<file path="src/rtl/crop_pkg.sv">
// crop_pkg: shared types and helpers for the crop/stride filter
package crop_pkg;
    localparam int PIX_W = 12;
    localparam int STR_W = 4;
    typedef struct packed {
        logic sof;
        logic eol;
        logic eof;
        logic [PIX_W-1:0] pixel;
    } side_t;
    function automatic int coord_w(input int max_dim);
        return $clog2(max_dim + 1);
    endfunction
    function automatic logic [STR_W-1:0] norm_stride(input logic [STR_W-1:0] s);
        return (s == '0) ? STR_W'(1) : s;
    endfunction
endpackage

</file>
<file path="src/rtl/crop_stride_filter_if.sv">
// crop_stride_filter_if: pixel stream in/out handshake bundle
interface crop_stride_filter_if #(parameter int PIXEL_BIT_WIDTH = 12);
    logic [PIXEL_BIT_WIDTH-1:0] pixel_in;
    logic [PIXEL_BIT_WIDTH-1:0] pixel_out;
    logic in_valid, in_sof, in_ready;
    logic out_valid, out_ready, out_sof, out_eol, out_eof;
    modport master(output pixel_in, in_valid, in_sof, out_ready,
                   input in_ready, pixel_out, out_valid, out_sof, out_eol, out_eof);
    modport slave(input pixel_in, in_valid, in_sof, out_ready,
                  output in_ready, pixel_out, out_valid, out_sof, out_eol, out_eof);
endinterface

</file>
<file path="src/rtl/crop_skid_buffer.sv">
// crop_skid_buffer: 2-entry valid/ready FIFO with a registered in_ready
module crop_skid_buffer #(parameter int W = 8) (
    input  logic         clk,
    input  logic         reset,
    input  logic [W-1:0] in_data,
    input  logic         in_push,
    output logic         in_ready,
    output logic [W-1:0] out_data,
    output logic         out_valid,
    input  logic         out_ready
);
    logic [W-1:0] mem [2];
    logic rd, wr, push, pop;
    logic [1:0] count, count_n;
    always_comb begin
        push = in_push && in_ready;
        pop = out_valid && out_ready;
        count_n = count + {1'b0, push} - {1'b0, pop};
    end
    assign out_valid = count != 2'd0;
    assign out_data = mem[rd];
    // in_ready looks ahead at the next count so it never depends on out_ready combinationally
    always_ff @(posedge clk) begin
        if (reset) begin
            mem[0] <= '0;
            mem[1] <= '0;
            rd <= 1'b0;
            wr <= 1'b0;
            count <= '0;
            in_ready <= 1'b0;
        end else begin
            count <= count_n;
            in_ready <= count_n != 2'd2;
            if (push) begin
                mem[wr] <= in_data;
                wr <= !wr;
            end
            if (pop) rd <= !rd;
        end
    end
endmodule

</file>
<file path="src/rtl/crop_stride_filter.sv">
// crop_stride_filter: run-time crop window with X/Y decimation and frame sidebands
module crop_stride_filter
    import crop_pkg::*;
#(
    parameter int PIXEL_BIT_WIDTH = PIX_W,
    parameter int MAX_ROWS = 1024,
    parameter int MAX_COLS = 1024,
    parameter int STRIDE_BITS = STR_W,
    localparam int CW = coord_w(MAX_COLS),
    localparam int RW = coord_w(MAX_ROWS)
) (
    input logic clk,
    input logic reset,
    crop_stride_filter_if.slave s,
    input logic [RW-1:0] cfg_in_rows,
    input logic [CW-1:0] cfg_in_cols,
    input logic [RW-1:0] cfg_y1,
    input logic [CW-1:0] cfg_x1,
    input logic [RW-1:0] cfg_out_rows,
    input logic [CW-1:0] cfg_out_cols,
    input logic [STRIDE_BITS-1:0] cfg_stride_y,
    input logic [STRIDE_BITS-1:0] cfg_stride_x
);
    typedef struct packed {
        logic [RW-1:0] in_rows, y1, out_rows;
        logic [CW-1:0] in_cols, x1, out_cols;
        logic [STR_W-1:0] sy, sx;
    } cfg_t;
    cfg_t cfg_in, sh, e;
    side_t push_d, head;
    logic [PIXEL_BIT_WIDTH-1:0] pix;
    logic [CW-1:0] x, cx;
    logic [RW-1:0] y, cy;
    logic [STR_W-1:0] phase_x, phase_y, px, py;
    logic [CW:0] xs, x_end;
    logic [RW:0] ys, y_end;
    logic sof_pend, eff_pend, acc, pass, eol, eof, last_col, last_row, push;
    // an in_sof pixel starts a new frame, so it already sees the live config
    always_comb begin
        cfg_in = '{cfg_in_rows, cfg_y1, cfg_out_rows, cfg_in_cols, cfg_x1, cfg_out_cols,
                   norm_stride(cfg_stride_y), norm_stride(cfg_stride_x)};
        e = s.in_sof ? cfg_in : sh;
        cx = s.in_sof ? '0 : x;
        cy = s.in_sof ? '0 : y;
        px = (cx == e.x1) ? '0 : phase_x;
        py = (cy == e.y1) ? '0 : phase_y;
        xs = {1'b0, e.x1} + {1'b0, e.out_cols};
        ys = {1'b0, e.y1} + {1'b0, e.out_rows};
        x_end = (xs < {1'b0, e.in_cols}) ? xs : {1'b0, e.in_cols};
        y_end = (ys < {1'b0, e.in_rows}) ? ys : {1'b0, e.in_rows};
        pass = cx >= e.x1 && {1'b0, cx} < x_end && cy >= e.y1 && {1'b0, cy} < y_end
               && px == '0 && py == '0;
        eol = {1'b0, cx} + (CW+1)'(e.sx) >= x_end;
        eof = eol && {1'b0, cy} + (RW+1)'(e.sy) >= y_end;
        last_col = cx == e.in_cols - CW'(1);
        last_row = cy == e.in_rows - RW'(1);
        acc = s.in_valid && s.in_ready;
        eff_pend = s.in_sof || sof_pend;
        push = acc && pass;
        pix = s.pixel_in;
        push_d = '{eff_pend, eol, eof, pix};
    end
    always_ff @(posedge clk) begin
        if (reset) begin
            sh <= cfg_in;
            x <= '0;
            y <= '0;
            phase_x <= '0;
            phase_y <= '0;
            sof_pend <= 1'b1;
        end else begin
            if (acc && (s.in_sof || (last_col && last_row))) sh <= cfg_in;
            if (acc) begin
                x <= last_col ? '0 : cx + CW'(1);
                y <= !last_col ? cy : last_row ? '0 : cy + RW'(1);
                phase_x <= (px == e.sx - STR_W'(1)) ? '0 : px + STR_W'(1);
                phase_y <= !last_col ? phase_y : (py == e.sy - STR_W'(1)) ? '0 : py + STR_W'(1);
                sof_pend <= (last_col && last_row) || (eff_pend && !pass);
            end
        end
    end
    crop_skid_buffer #(.W($bits(side_t))) u_buf (
        .clk(clk),
        .reset(reset),
        .in_data(push_d),
        .in_push(push),
        .in_ready(s.in_ready),
        .out_data(head),
        .out_valid(s.out_valid),
        .out_ready(s.out_ready)
    );
    assign s.pixel_out = head.pixel;
    assign s.out_sof = head.sof;
    assign s.out_eol = head.eol;
    assign s.out_eof = head.eof;
endmodule
</file>
<file path="src/flat_wrapper.sv">
// flat-port wrapper written by rule: the top's interface ports become plain ports
module crop_stride_filter_flat import crop_pkg::*;
#(
    parameter int PIXEL_BIT_WIDTH = PIX_W,
    parameter int MAX_ROWS = 1024,
    parameter int MAX_COLS = 1024,
    parameter int STRIDE_BITS = STR_W,
    localparam int CW = coord_w(MAX_COLS),
    localparam int RW = coord_w(MAX_ROWS)
)
  (clk, reset, cfg_in_rows, cfg_in_cols, cfg_y1, cfg_x1, cfg_out_rows, cfg_out_cols, cfg_stride_y, cfg_stride_x, s_pixel_in, s_in_valid, s_in_sof, s_out_ready, s_in_ready, s_pixel_out, s_out_valid, s_out_sof, s_out_eol, s_out_eof);
  crop_stride_filter_if #(.PIXEL_BIT_WIDTH(PIXEL_BIT_WIDTH)) s_i ();
  input logic clk;
  input logic reset;
  input logic [RW-1:0] cfg_in_rows;
  input logic [CW-1:0] cfg_in_cols;
  input logic [RW-1:0] cfg_y1;
  input logic [CW-1:0] cfg_x1;
  input logic [RW-1:0] cfg_out_rows;
  input logic [CW-1:0] cfg_out_cols;
  input logic [STRIDE_BITS-1:0] cfg_stride_y;
  input logic [STRIDE_BITS-1:0] cfg_stride_x;
  input wire logic [$bits(s_i.pixel_in)-1:0] s_pixel_in;
  input wire logic [$bits(s_i.in_valid)-1:0] s_in_valid;
  input wire logic [$bits(s_i.in_sof)-1:0] s_in_sof;
  input wire logic [$bits(s_i.out_ready)-1:0] s_out_ready;
  output wire logic [$bits(s_i.in_ready)-1:0] s_in_ready;
  output wire logic [$bits(s_i.pixel_out)-1:0] s_pixel_out;
  output wire logic [$bits(s_i.out_valid)-1:0] s_out_valid;
  output wire logic [$bits(s_i.out_sof)-1:0] s_out_sof;
  output wire logic [$bits(s_i.out_eol)-1:0] s_out_eol;
  output wire logic [$bits(s_i.out_eof)-1:0] s_out_eof;
  assign s_i.pixel_in = s_pixel_in;
  assign s_i.in_valid = s_in_valid;
  assign s_i.in_sof = s_in_sof;
  assign s_i.out_ready = s_out_ready;
  assign s_in_ready = s_i.in_ready;
  assign s_pixel_out = s_i.pixel_out;
  assign s_out_valid = s_i.out_valid;
  assign s_out_sof = s_i.out_sof;
  assign s_out_eol = s_i.out_eol;
  assign s_out_eof = s_i.out_eof;
  crop_stride_filter #(.PIXEL_BIT_WIDTH(PIXEL_BIT_WIDTH), .MAX_ROWS(MAX_ROWS), .MAX_COLS(MAX_COLS), .STRIDE_BITS(STRIDE_BITS)) u_core (.clk(clk), .reset(reset), .s(s_i), .cfg_in_rows(cfg_in_rows), .cfg_in_cols(cfg_in_cols), .cfg_y1(cfg_y1), .cfg_x1(cfg_x1), .cfg_out_rows(cfg_out_rows), .cfg_out_cols(cfg_out_cols), .cfg_stride_y(cfg_stride_y), .cfg_stride_x(cfg_stride_x));
endmodule
</file>
<file path="config.mk">
export PLATFORM = sky130hd
export DESIGN_NAME = crop_stride_filter_flat
export DESIGN_NICKNAME = d
export VERILOG_FILES = /design/src/rtl/crop_pkg.sv /design/src/rtl/crop_stride_filter_if.sv /design/src/rtl/crop_skid_buffer.sv /design/src/rtl/crop_stride_filter.sv /design/src/flat_wrapper.sv
export SDC_FILE = /design/constraint.sdc
export NUM_CORES = 1
export LEC_CHECK = 0
export BUFFER_PORTS_ARGS = -buffer_cell sky130_fd_sc_hd__buf_4
export CORE_MARGIN = 3
export CORE_UTILIZATION = 55
export CTS_BUF_LIST = sky130_fd_sc_hd__clkbuf_8
export DETAILED_ROUTE_END_ITERATION = 10
export PLACE_DENSITY = 0.78
export SLEW_MARGIN = 10
export SYNTH_ARGS = -nofsm -noshare
export SYNTH_HDL_FRONTEND = slang
export SYNTH_HIERARCHICAL = 1
export SYNTH_SLANG_ARGS = --single-unit
</file>
<file path="constraint.sdc">
create_clock -name clk -period 10.2 [get_ports clk]
set_input_delay 2.55 -clock clk [delete_from_list [all_inputs] [get_ports clk]]
set_output_delay 2.55 -clock clk [all_outputs]
set_load 0.02 [all_outputs]
</file>
==> run_results.csv <==
group,metric,value,unit
setup_path,startpoint_type,"input pin",
logic_synthesis,yosys_register_bits,141,
floorplanning,fp.dieH,152,um
timing,period_needed,9020,ps
timing,worst_pin_slew,1050,ps
power_and_ir_drop,p_clk_share,26.7,%
power_and_ir_drop,leakage,5.64,nW
logic_synthesis,syn_inst,1234,
power_and_ir_drop,p_sw_share,35.7,%
setup_path,path_max_fanout,30,
logic_synthesis,synth-async-reset-ratio,0,%
outcome,status,"finished, final reports clean",
final_layout,layout.cells.non_filler,1597,
min_path,whs_path_depth,2,
logic_synthesis,ys_warn_count,6,
power_and_ir_drop,combPwrFrac,34.0,%
cts,clock-sinks,141,
job,maxCapViolations,0,
logic_synthesis,synth_top_family_by_area,"simple AND/OR/NAND/NOR gates",
logic_synthesis,ys.flop_type,"edfxtp_1",
logic_synthesis,muxShareOfSynthArea,9.55,%
placement,portBuffers,107,
cts,cts_tree,"yes",
logic_synthesis,synthAdderAreaFrac,14.0,%
timing,slew_headroom,29.9,%
logic_synthesis,yosys.area_share.simple,17.8,%
timing,fin_crit_sh,88.4,%
cts,clockBufferDepth,2,
cts,cts-htree-levels,4,
grt,antenna_found_initial,0,
timing,maxSlewViolCount,0,
placement,dpl.hpwl,21.3,mm
final_layout,areaGrowthSynthToFinish,11.0,%
timing,finalHoldViolCount,0,
setup_path,timing.rr.end,"u_core/u_buf/mem[1][5]$_SDFFCE_PN0P_",
route,route.vias.total,9619,
cts,cts-resized-gates,0,
logic_synthesis,synth_edf_count,104,
floorplanning,start_util,56.8,%
route,drt_iter0_markers,945,
timing,rsz0062_at_grt,"false",
cts,cts_made_buffers,17,
setup_path,required,10530,ps
final_layout,drive_gt1_share,16.4,%
route,postRouteAntennaNets,0,
floorplanning,pin_count,108,
route,routedWlPerCell,17.7,um
grt,grtUsageMet3,4.02,%
grt,grt-busiest-layer,"met2",
logic_synthesis,syn_avg_cell_area,9.46,um2
setup_path,criticalPathCategory,"in -> reg",
cts,ctsHoldBuffers,0,
timing,hold_ws,467,ps
placement,placed_cells,1565,
logic_synthesis,synth_cell_types,81,
logic_synthesis,synth_xor_area_share,5.94,%
final_layout,antenna_cells,0,
floorplanning,core-area,20600,um2
route,drc_errors,0,
floorplanning,die_area,23000,um2
setup_path,reg2reg_from,"u_core/sh[19]$_DFFE_PP_",
floorplanning,row_count,52,
grt,grt_use_met2,38.7,%
final_layout,layout_common_cells,"ha_1, buf_4, edfxtp_1, nor2_1, nand2_1",
logic_synthesis,synth_area_leader_cell,"edfxtp_1",
power_and_ir_drop,ir_drop,0.0861,mV
timing,setup_violations,0,
grt,overflow,0,
timing,skew,13.5,ps
cts,post_cts_buffers,0,
timing,max_clock_freq,111,MHz
logic_synthesis,yosys-top-cells-area,"edfxtp_1, ha_1, dfxtp_1",
cts,cts_root_buf,"clkbuf_8",
final_layout,fill_cells,1760,
final_layout,fin_nets,1533,
power_and_ir_drop,pwr_density_cell,132,nW/um2
final_layout,final_common_cell,"ha_1",
setup_path,critical-path-top-delay-family,"compound AO/OA/AOI/OAI gates",
setup_path,critPathMaxStageDelay,640,ps
logic_synthesis,seq_area_frac_synth,33.1,%
logic_synthesis,syn_area,11700,um2
setup_path,rrSetupSlack,3330,ps
route,drt-total-wl,28.2,mm
power_and_ir_drop,p_sw,0.000611,W
grt,grt_pass1_wl,45.7,mm
setup_path,cp.arrival,9360,ps
grt,grt_util_met1,35.5,%
grt,grt_max_degree,75,
power_and_ir_drop,p_total,0.00171,W
grt,grt_use_total,24.8,%
power_and_ir_drop,p_int,0.00110,W
setup_path,endpoint,"u_core/u_buf/mem[1][5]$_SDFFCE_PN0P_",
setup_path,cpMaxStageDelayCell,"or4_1",
min_path,hold_path_class,"reg -> reg",
setup_path,cp_num_buf_inv,2,
setup_path,startpoint,"s_in_sof",
cts,clkTransAtPathRegs,90,ps
final_layout,finish.utilization,63.0,%
placement,gp_congestion,0.938,
setup_path,path_depth,27,
grt,grt_pass1_vias,9119,
setup_path,r2r_cells,26,
setup_path,worst_path_most_repeated_cell,"ha_1",
cts,clock_latency,470,ps
power_and_ir_drop,seqPwrFrac,39.3,%
setup_path,worstSetupEndpointType,"flop",
route,vias_per_cell,6.02,
logic_synthesis,synth_top_area_share,26.8,%
floorplanning,die_x,152,um
logic_synthesis,synth_compound_gate_area_share,14.7,%
route,drt_pass1_iterations,6,
timing,finalSetupTns,0,ps
## per-layer routing
layer	share of wire [%]	up-vias
met2	45	348
li1	-	4729
met3	6.6	54
met1	47	4488
met5	0	-
met4	2.0	0
## layout make-up
cell class	count	area (um2)	share of cell area, %
Multi-Input combinational cell	967	7240	55.9
Sequential cell	141	3860	29.8
Timing Repair Buffer	115	863	6.66
Tap cell	270	338	2.61
Inverter	72	270	2.09
Clock buffer	17	234	1.81
Clock inverter	15	148	1.14
## cells by family (layout without fill, tap and decap cells)
family | Yosys count | after routing
XOR/XNOR | 76 | 76
AO/OA/AOI/OAI | 258 | 258
other | 1 | 2
adder cells (fa/ha/maj) | 128 | 128
AND/OR/NAND/NOR | 402 | 402
flip-flops | 141 | 141
buffers and inverters | 127 | 219
multiplexers | 101 | 101
## how the worst min path moves through the flow
stage | slack, ps | startpoint | end
after global routing | 500 | u_core/phase_y[1]$_SDFFE_PP0P_ | u_core/phase_y[1]$_SDFFE_PP0P_
final | 470 | u_core/phase_y[1]$_SDFFE_PP0P_ | u_core/phase_y[1]$_SDFFE_PP0P_
after floorplan | 430 | u_core/phase_y[1]$_SDFFE_PP0P_ | u_core/phase_y[1]$_SDFFE_PP0P_
after detailed placement | 460 | u_core/phase_y[1]$_SDFFE_PP0P_ | u_core/phase_y[1]$_SDFFE_PP0P_
after global placement | 440 | u_core/phase_y[1]$_SDFFE_PP0P_ | u_core/phase_y[1]$_SDFFE_PP0P_
after CTS | 470 | u_core/phase_y[1]$_SDFFE_PP0P_ | u_core/phase_y[1]$_SDFFE_PP0P_
## metrics by stage
step | setup slack, ps | instance area, um2
floorplan | 45.7 | 11700
global placement | 996 | 12600
detailed placement | 848 | 12600
CTS | 1260 | 13000
global route | 484 | 13000
finish | 1180 | 13000
## worst reg2reg max path, cell delays in order (launching register included)
cell,delay [ps]
edfxtp_1,360
mux2_2,290
ha_1,260
fa_1,440
a211o_1,330
a211o_1,310
a21o_1,190
a21oi_1,220
o21bai_1,90
a21oi_1,180
xnor2_1,100
ha_1,310
nand3_1,130
or4_1,640
nand3_1,130
buf_4,220
nand2_1,60
o21ai_0,170
ha_1,320
nor2b_1,130
o21ai_0,250
nand4_1,110
a2111oi_0,320
o2111a_1,400
nor2b_4,550
nand2_1,150
nor2_2,100
## Yosys cell counts, types with 35 or more instances
cell      count
ha_1        124
nand2_1      82
nor3_1       40
edfxtp_1    104
a21oi_1      59
xnor2_1      55
mux2i_1      50
nor2_1       96
o21ai_0      55
mux2_2       35
dfxtp_1      37
inv_1        71
## registers in the layout, summed over array words and instances, names as in the netlist, named ones only
signal and cells:
u_core/u_buf/in_ready 1, u_core/u_buf/mem 30, u_core/phase_x 4, u_core/u_buf/wr 1, u_core/u_buf/count 2, u_core/phase_y 4
u_core/x 11, u_core/sh 74, u_core/y 11, u_core/u_buf/rd 1, u_core/sof_pend 1
## power by group through the flow
stage	Clock [W]	Combinational, W	Sequential, W
2_1_floorplan	0	0.000427	0.000677
3_3_place_gp	0	0.000555	0.000684
3_5_place_dp	0	0.000571	0.000685
4_1_cts	0.000465	0.000575	0.000672
5_1_grt	0.000493	0.000653	0.000677
6_report	0.000457	0.000582	0.000672
No activity file was read; power rests on OpenSTA's default activity.
